===== src/rtl/data_mem_arbiter_pkg.sv =====
`default_nettype none
// ---------------------------------------------------------------------------
// data_mem_arbiter_pkg : shared FSM encoding and requester IDs
// Revision: 1.0
// ---------------------------------------------------------------------------
package data_mem_arbiter_pkg;

  typedef enum logic [1:0] {
    IDLE   = 2'd0,
    ACCESS = 2'd1,
    RESP   = 2'd2
  } state_e;

  localparam logic PORT_CPU = 1'b0;
  localparam logic PORT_DMA = 1'b1;

endpackage
`default_nettype wire


===== src/rtl/data_mem_arbiter_rr_arb2.sv =====
`default_nettype none
// ---------------------------------------------------------------------------
// rr_arb2 : two-port round-robin winner select, one-hot output
// Revision: 1.0
// ---------------------------------------------------------------------------
module rr_arb2
  import data_mem_arbiter_pkg::*;
(
  input  logic [1:0] req,
  input  logic       last_gnt,
  output logic [1:0] win
);

  // On a tie the port that did not win last time takes the grant.
  always_comb begin
    win = 2'b00;
    if (req[PORT_CPU] && (!req[PORT_DMA] || (last_gnt == PORT_DMA))) begin
      win[PORT_CPU] = 1'b1;
    end else if (req[PORT_DMA]) begin
      win[PORT_DMA] = 1'b1;
    end
  end

endmodule
`default_nettype wire


===== src/rtl/data_mem_arbiter.sv =====
`default_nettype none
// ---------------------------------------------------------------------------
// data_mem_arbiter : CPU/DMA round-robin arbiter for a single-port data memory
// Revision: 1.0
// ---------------------------------------------------------------------------
module data_mem_arbiter
  import data_mem_arbiter_pkg::*;
#(
  parameter int DATA_BITS = 32,
  parameter int ADDR_BITS = 32
) (
  input  logic                 clk,
  input  logic                 rst_n,
  input  logic                 req0,
  input  logic                 req1,
  input  logic [ADDR_BITS-1:0] addr0,
  input  logic [ADDR_BITS-1:0] addr1,
  input  logic [DATA_BITS-1:0] wdata0,
  input  logic [DATA_BITS-1:0] wdata1,
  input  logic                 we0,
  input  logic                 we1,
  output logic                 gnt0,
  output logic                 gnt1,
  output logic                 rvalid0,
  output logic                 rvalid1,
  output logic [DATA_BITS-1:0] rdata0,
  output logic [DATA_BITS-1:0] rdata1,
  output logic [ADDR_BITS-1:0] mem_addr,
  output logic [DATA_BITS-1:0] mem_wdata,
  output logic                 mem_write,
  output logic                 mem_read_n,
  input  logic [DATA_BITS-1:0] mem_rdata
);

  state_e                 state_q;
  logic                   last_gnt_q;
  logic                   owner_q;
  logic                   gnt0_q, gnt1_q;
  logic                   rvalid0_q, rvalid1_q;
  logic [DATA_BITS-1:0]   rdata0_q, rdata1_q;
  logic [ADDR_BITS-1:0]   mem_addr_q;
  logic [DATA_BITS-1:0]   mem_wdata_q;
  logic                   mem_write_q;
  logic                   mem_read_n_q;

  logic [1:0]             win;
  logic                   sel_dma;

  rr_arb2 u_rr_arb2 (
    .req      ({req1, req0}),
    .last_gnt (last_gnt_q),
    .win      (win)
  );

  assign sel_dma = win[PORT_DMA];

  always_ff @(posedge clk or negedge rst_n) begin
    if (!rst_n) begin
      state_q      <= IDLE;
      last_gnt_q   <= PORT_DMA;
      owner_q      <= PORT_CPU;
      gnt0_q       <= 1'b0;
      gnt1_q       <= 1'b0;
      rvalid0_q    <= 1'b0;
      rvalid1_q    <= 1'b0;
      rdata0_q     <= '0;
      rdata1_q     <= '0;
      mem_addr_q   <= '0;
      mem_wdata_q  <= '0;
      mem_write_q  <= 1'b0;
      mem_read_n_q <= 1'b1;
    end else begin
      gnt0_q    <= 1'b0;
      gnt1_q    <= 1'b0;
      rvalid0_q <= 1'b0;
      rvalid1_q <= 1'b0;
      case (state_q)
        IDLE: begin
          if (|win) begin
            mem_addr_q   <= sel_dma ? addr1  : addr0;
            mem_wdata_q  <= sel_dma ? wdata1 : wdata0;
            mem_write_q  <= sel_dma ? we1    : we0;
            mem_read_n_q <= 1'b0;
            gnt0_q       <= win[PORT_CPU];
            gnt1_q       <= win[PORT_DMA];
            last_gnt_q   <= sel_dma;
            owner_q      <= sel_dma;
            state_q      <= ACCESS;
          end
        end
        ACCESS: begin
          mem_read_n_q <= 1'b1;
          mem_write_q  <= 1'b0;
          state_q      <= RESP;
        end
        RESP: begin
          // Memory returns read data, or echoes write data, in this cycle.
          if (owner_q == PORT_DMA) begin
            rdata1_q  <= mem_rdata;
            rvalid1_q <= 1'b1;
          end else begin
            rdata0_q  <= mem_rdata;
            rvalid0_q <= 1'b1;
          end
          state_q <= IDLE;
        end
        default: state_q <= IDLE;
      endcase
    end
  end

  assign gnt0       = gnt0_q;
  assign gnt1       = gnt1_q;
  assign rvalid0    = rvalid0_q;
  assign rvalid1    = rvalid1_q;
  assign rdata0     = rdata0_q;
  assign rdata1     = rdata1_q;
  assign mem_addr   = mem_addr_q;
  assign mem_wdata  = mem_wdata_q;
  assign mem_write  = mem_write_q;
  assign mem_read_n = mem_read_n_q;

endmodule
`default_nettype wire

===== config.mk =====
export PLATFORM = sky130hd
export DESIGN_NAME = data_mem_arbiter
export DESIGN_NICKNAME = d
export VERILOG_FILES = /design/src/rtl/data_mem_arbiter_pkg.sv /design/src/rtl/data_mem_arbiter_rr_arb2.sv /design/src/rtl/data_mem_arbiter.sv
export SDC_FILE = /design/constraint.sdc
export NUM_CORES = 1
export LEC_CHECK = 0
export CAP_MARGIN = 10
export CORE_AREA = 2 2 157 121
export CTS_CLUSTER_DIAMETER = 40
export DETAILED_ROUTE_END_ITERATION = 12
export DIE_AREA = 0 0 159 123
export HOLD_SLACK_MARGIN = 0.08
export PLACE_DENSITY_LB_ADDON = 0.3
export SLEW_MARGIN = 25
export SYNTH_ARGS = -nofsm -noshare
export SYNTH_HDL_FRONTEND = slang
export SYNTH_SLANG_ARGS = --single-unit

===== constraint.sdc =====
create_clock -name clk -period 2.1 [get_ports clk]
set_clock_uncertainty 0.15 [all_clocks]
set_input_delay 0.42 -clock clk [delete_from_list [all_inputs] [get_ports clk]]
set_output_delay 0.42 -clock clk [all_outputs]
set_load 0.05 [all_outputs]

## Yosys cells after proc, flatten, opt, wreduce, memory -nomap -nowiden

Index checks and enable logic that the tools add are counted.

| storage, ports and cells | value |
|---|---|
| bits in registers | 138 |
| output and inout bits | 134 |
| word-level logic and storage cells | 47 |

| operators by class | value |
|---|---|
| equality and inequality tests | 3 |
| multiplexer cells | 20 |
| bitwise operators | 1 |
| reductions and logical operators | 10 |

Operator list:

| cell | number |
|---|---|
| 32-bit two-way mux | 2 |
| 1-bit two-way mux | 14 |
| 2-bit AND reduction | 4 |
| 1-bit one-hot mux with 2 select lines | 2 |
| 2-bit one-hot mux with 2 select lines | 1 |
| 2-bit by 1-bit == test with 1-bit output (second input constant) | 1 |
| 2-bit == test (second input constant) | 1 |
| 2-bit zero test | 1 |
| 2-bit two-way mux | 1 |
| 2-bit != test (second input constant) | 1 |
| 2-bit nonzero test | 1 |
| 2-bit OR reduction | 1 |
| 1-bit logical AND | 1 |
| 1-bit zero test | 1 |
| 1-bit logical OR | 1 |
| 1-bit inverter | 1 |

## Depth between registers and ports, before layout

| logic depth | value |
|---|---|
| word-level depth | 7 |
| mapped depth | 5 |

## Modules after synthesis

A second synthesis with hierarchy kept.

| second synthesis, totals | value |
|---|---|
| cell total of the unflattened synthesis | 370 |
| area, all modules | 6015.8 um^2 |

Modules (own cells, without submodules):

| module | instances | cells an instance | area an instance (um^2) | seq. area each (um^2) |
|---|---|---|---|---|
| data_mem_arbiter | 1 | 367 | 5997.0 | 3455.8 |
| rr_arb2 | 1 | 3 | 18.8 | 0.0 |

## Worst setup path after synthesis

Ideal clock, no wire load.

| timing | value |
|---|---|
| path kind | register to register |
| start | reg last_gnt_q |
| end | reg mem_addr_q[14], in the netlist mem_addr[14] |
| library setup time | 0.125 ns |
| arrival time | 1.511 ns |
| required time | 1.825 ns |
| path slack | 0.314 ns |
| cell stages (with the launch flop) | 6 |
| period minus slack after synthesis | 1.786 ns |
| cell sequence | dfstp_2 > a21bo_2 > buf_6 > buf_6 > mux2_4 > mux2_4 |

| between the ends | value |
|---|---|
| cells in the longest elaborated chain, start to end | 5 |
| elaborated cells on any way between the ends | 7 |
| those cells by class | mux: 3; reduce/logical: 4 |

Ends and longest elaborated chain:

| element | RTL line | text |
|---|---|---|
| from (decl) | data_mem_arbiter.sv:36 | `logic last_gnt_q;` |
| from (signal assigned) | data_mem_arbiter.sv:86 | `last_gnt_q <= sel_dma;` |
| 1-bit logical OR (*) | data_mem_arbiter_rr_arb2.sv:17 | `if (req[PORT_CPU] && (!req[PORT_DMA] \|\| (last_gnt == PORT_DMA))) begin` |
| 1-bit logical AND (*) | data_mem_arbiter_rr_arb2.sv:17 |  |
| 1-bit two-way mux | data_mem_arbiter_rr_arb2.sv:17 |  |
| 2-bit OR reduction | data_mem_arbiter.sv:79 | `if (\|win) begin` |
| 2-bit AND reduction (no line) | n/a |  |
| to (signal assigned) | data_mem_arbiter.sv:80 | `mem_addr_q <= sel_dma ? addr1 : addr0;` |
| to (decl) | data_mem_arbiter.sv:41 | `logic [ADDR_BITS-1:0] mem_addr_q;` |

Every way passes the cells marked *; elsewhere a longest branch is shown, timed or not.
A chain may end at the register's enable or synchronous reset.

## Final worst setup path

| timing | value |
|---|---|
| start | reg last_gnt_q |
| end | reg mem_wdata_q[28], in the netlist mem_wdata[28] |

| between the ends | value |
|---|---|
| cells in the longest elaborated chain, start to end | 5 |
| elaborated cells on any way between the ends | 7 |
| those cells by class | mux: 3; reduce/logical: 4 |

Ends and longest elaborated chain:

| element | RTL line | text |
|---|---|---|
| 1-bit logical OR (*) | data_mem_arbiter_rr_arb2.sv:17 |  |
| 1-bit logical AND (*) | data_mem_arbiter_rr_arb2.sv:17 |  |
| 1-bit two-way mux | data_mem_arbiter_rr_arb2.sv:17 |  |
| 2-bit OR reduction | data_mem_arbiter.sv:79 |  |
| 2-bit AND reduction (no line) | n/a |  |
| to (signal assigned) | data_mem_arbiter.sv:81 | `mem_wdata_q <= sel_dma ? wdata1 : wdata0;` |
| to (decl) | data_mem_arbiter.sv:42 | `logic [DATA_BITS-1:0] mem_wdata_q;` |

Marks and branches as above.

==> flow_summary.yaml <==
sta:
  tightest_slew_ns: 0.542
  finalSetupViolCount: 0
  period_needed_ns: 1.92
  final.period_utilization_pct: 91.3
  slew_viol_final: 0
  holdWs_ns: 0.343
  max_clock_freq_mhz: 522
  tns_ns: 0
  slew_headroom_pct: 64.0
  hold_viol_final: 0
  rsz0062_at_grt: "false"
  setup_ws_ns: 0.183
worst_setup_path:
  crit_path_max_fanout: 15
  slowest_stage: "dfstp_2"
  slowest_delay_ns: 0.56
  crit_required_ns: 2.24
  end_kind: "register"
  cp_cell_sequence: "a21bo_4 > buf_4 > mux2_4 > mux2_4"
  critical_path_class: "register to register"
  start_kind: "register"
  crit_arrival_ns: 2.06
  r2r_setup_slack_ns: 0.18
  cp_common_cell: "mux2_4"
placed_design:
  io_buffers: 299
  dpl.hpwl_um: 12300
  pre_cts_slack_ns: -0.185
  gp_congestion: 0.803
global_route:
  track_usage_pct: 16.8
  grt_start_max_net_pins: 53
  grt_pass1_vias: 4748
  overflow: 0
  grt_pass1_wl_um: 25600
  antenna_found_initial: 0
floorplan:
  core_area_um2: 18100
  die_area_um2: 19600
  die_h_um: 123
  die_w_um: 159
  fp-row-count: 43
  num_io_pins: 300
  start_util_pct: 34.2
finish:
  antennaDiodeCount: 0
  n_fill_cell: 1549
  num-nets-final: 854
  area_delta_synth_final_pct: 61.6
  drive_gt1_share_pct: 42.8
drt:
  post-route-drc-count: 0
  route.vias.total: 4281
  ant_nets: 0
  wl_per_cell_um: 17.1
  first_iter_violations: 96
  drtPass1Iterations: 4
  postRouteWirelength_um: 16200
  routed_via_density: 4.52
clock_tree:
  postCtsSetupBuffers: 0
  root_buffer: "clkbuf_16"
  clock_latency_ns: 0.41
  cts_tree: "yes"
  cts_buffers: 17
  h-tree-depth: 4
  cts_buffer_depth: 2
  path_clk_slew_ns: 0.06
  clock_sinks: 138
synth:
  synth_cell_type_count: 22
  seq_area_frac_synth_pct: 55.8
  syn-num-nets: 535
  avgSynthCellArea_um2: 16.8
  synth_area_um2: 6190
  synth_warnings: 0
  synth.most_common_cell: "dfrtp_1"
  async_flop_share_pct: 100
  synthCells: 369
  synth_area_leaders: "dfrtp_1 55%, mux2_2 20%, mux2_4 19%"
  ys_ff_latch: 138
  synth_top_area_share_pct: 55.0
  yosys_most_used_dff: "dfrtp_1"
  synthTopCellsByCount: "136 x dfrtp_1, 112 x mux2_2, 80 x mux2_4"
  synth_top_cell_by_area: "dfrtp_1"
  synth_edf_count: 0
run_status:
  outcome: "finished clean"
power_and_ir_drop:
  powerDensity_nw_per_um2: 1840
  power_mw: 18.4
  ir_drop_mv: 0.990
  leakage_nw: 4.57
hold_path:
  hold_class: "register to register"
run:
  max-cap-violations: 0
-- placed cells by master, fill, tap and decap left out, types with 2 or more instances in the layout --
cell	count
buf_12	7
buf_4	64
bufinv_16	3
clkbuf_16	17
clkdlybuf4s50_1	164
clkinvlp_4	2
dfrtp_1	136
dfstp_2	2
dlygate4sd2_1	83
inv_1	3
inv_6	5
inv_8	2
mux2_2	112
mux2_4	80
mux2i_1	2
o21bai_1	2
-- sequential cells by signal, summed over array words and instances, names as in the netlist, 2 cells and up --
register,flops
state_q,2
rdata0,32
mem_addr,32
mem_wdata,32
rdata1,32
-- report_power, final --
group          internal [mW]  total, mW  switching, mW
sequential              4.05       4.78          0.727
clock                   1.90       3.11           1.21
combinational           3.91       10.5           6.59
-- stage by stage --
step / instance area (um2) / cells / utilization (%)
finish: 10000 / 948 / 55.3
global placement: 9480 / 915 / 52.5
detailed placement: 9480 / 915 / 52.5
global route: 10000 / 948 / 55.3
CTS: 10000 / 948 / 55.3
floorplan: 6190 / 369 / -
-- final timing paths --
| kind | startpoint | end | depth (start not counted) |
|---|---|---|---|
| min in group asynchronous | rst_n | rdata1[28] | 2 |
| worst max-delay path | last_gnt_q | mem_wdata[28] | 4 |
| worst max register to register | last_gnt_q | mem_wdata[28] | 4 |
| worst min register to register | mem_read_n | mem_read_n | 2 |
| worst min-delay path | mem_read_n | mem_read_n | 2 |
| max in group asynchronous | rst_n | mem_read_n | 3 |
-- worst max-delay path: cells and delay by family (launching register included) --
kind                   cells  cell delay, ns
AO/OA/AOI/OAI              1            0.16
buffers and inverters      1            0.32
flip-flops                 1            0.56
multiplexers               2            0.60
-- layer usage --
| metal | wire [um] | vias up | global-route usage (%) |
|---|---|---|---|
| met5 | 0 | - | 0 |
| met1 | 6680 | 2136 | 19.5 |
| met2 | 8190 | 164 | 29.4 |
| met3 | 1160 | 11 | 6.47 |
| li1 | - | 1970 | - |
| met4 | 171 | 0 | 4.66 |
-- final cells by class --
| cell class | instances | area [um2] | area share (%) |
|---|---|---|---|
| inverters | 3 | 11.3 | 0.113 |
| multi-input cells | 208 | 2600 | 26.0 |
| clock buffers | 18 | 429 | 4.29 |
| flip-flops and latches | 138 | 3460 | 34.6 |
| clock inverters | 14 | 185 | 1.85 |
| well taps | 247 | 309 | 3.09 |
| repair buffers | 320 | 3010 | 30.1 |
-- logic make-up after synthesis --
kind of cell / after synthesis / synth area share [%]
simple gates: 8 / 0.890
mux: 194 / 40.1
flops: 138 / 55.8
buf+inv: 23 / 2.47
compound gates: 6 / 0.707
-- what timing repair did --
action | 4_1_cts | 5_1_grt
endpoints found under the setup margin | 83 | 0
endpoints found under the hold margin | 48 | 0
resized for setup | 83 | 0
hold buffers | 1 | 0
Power figures use the tool's default switching activity.
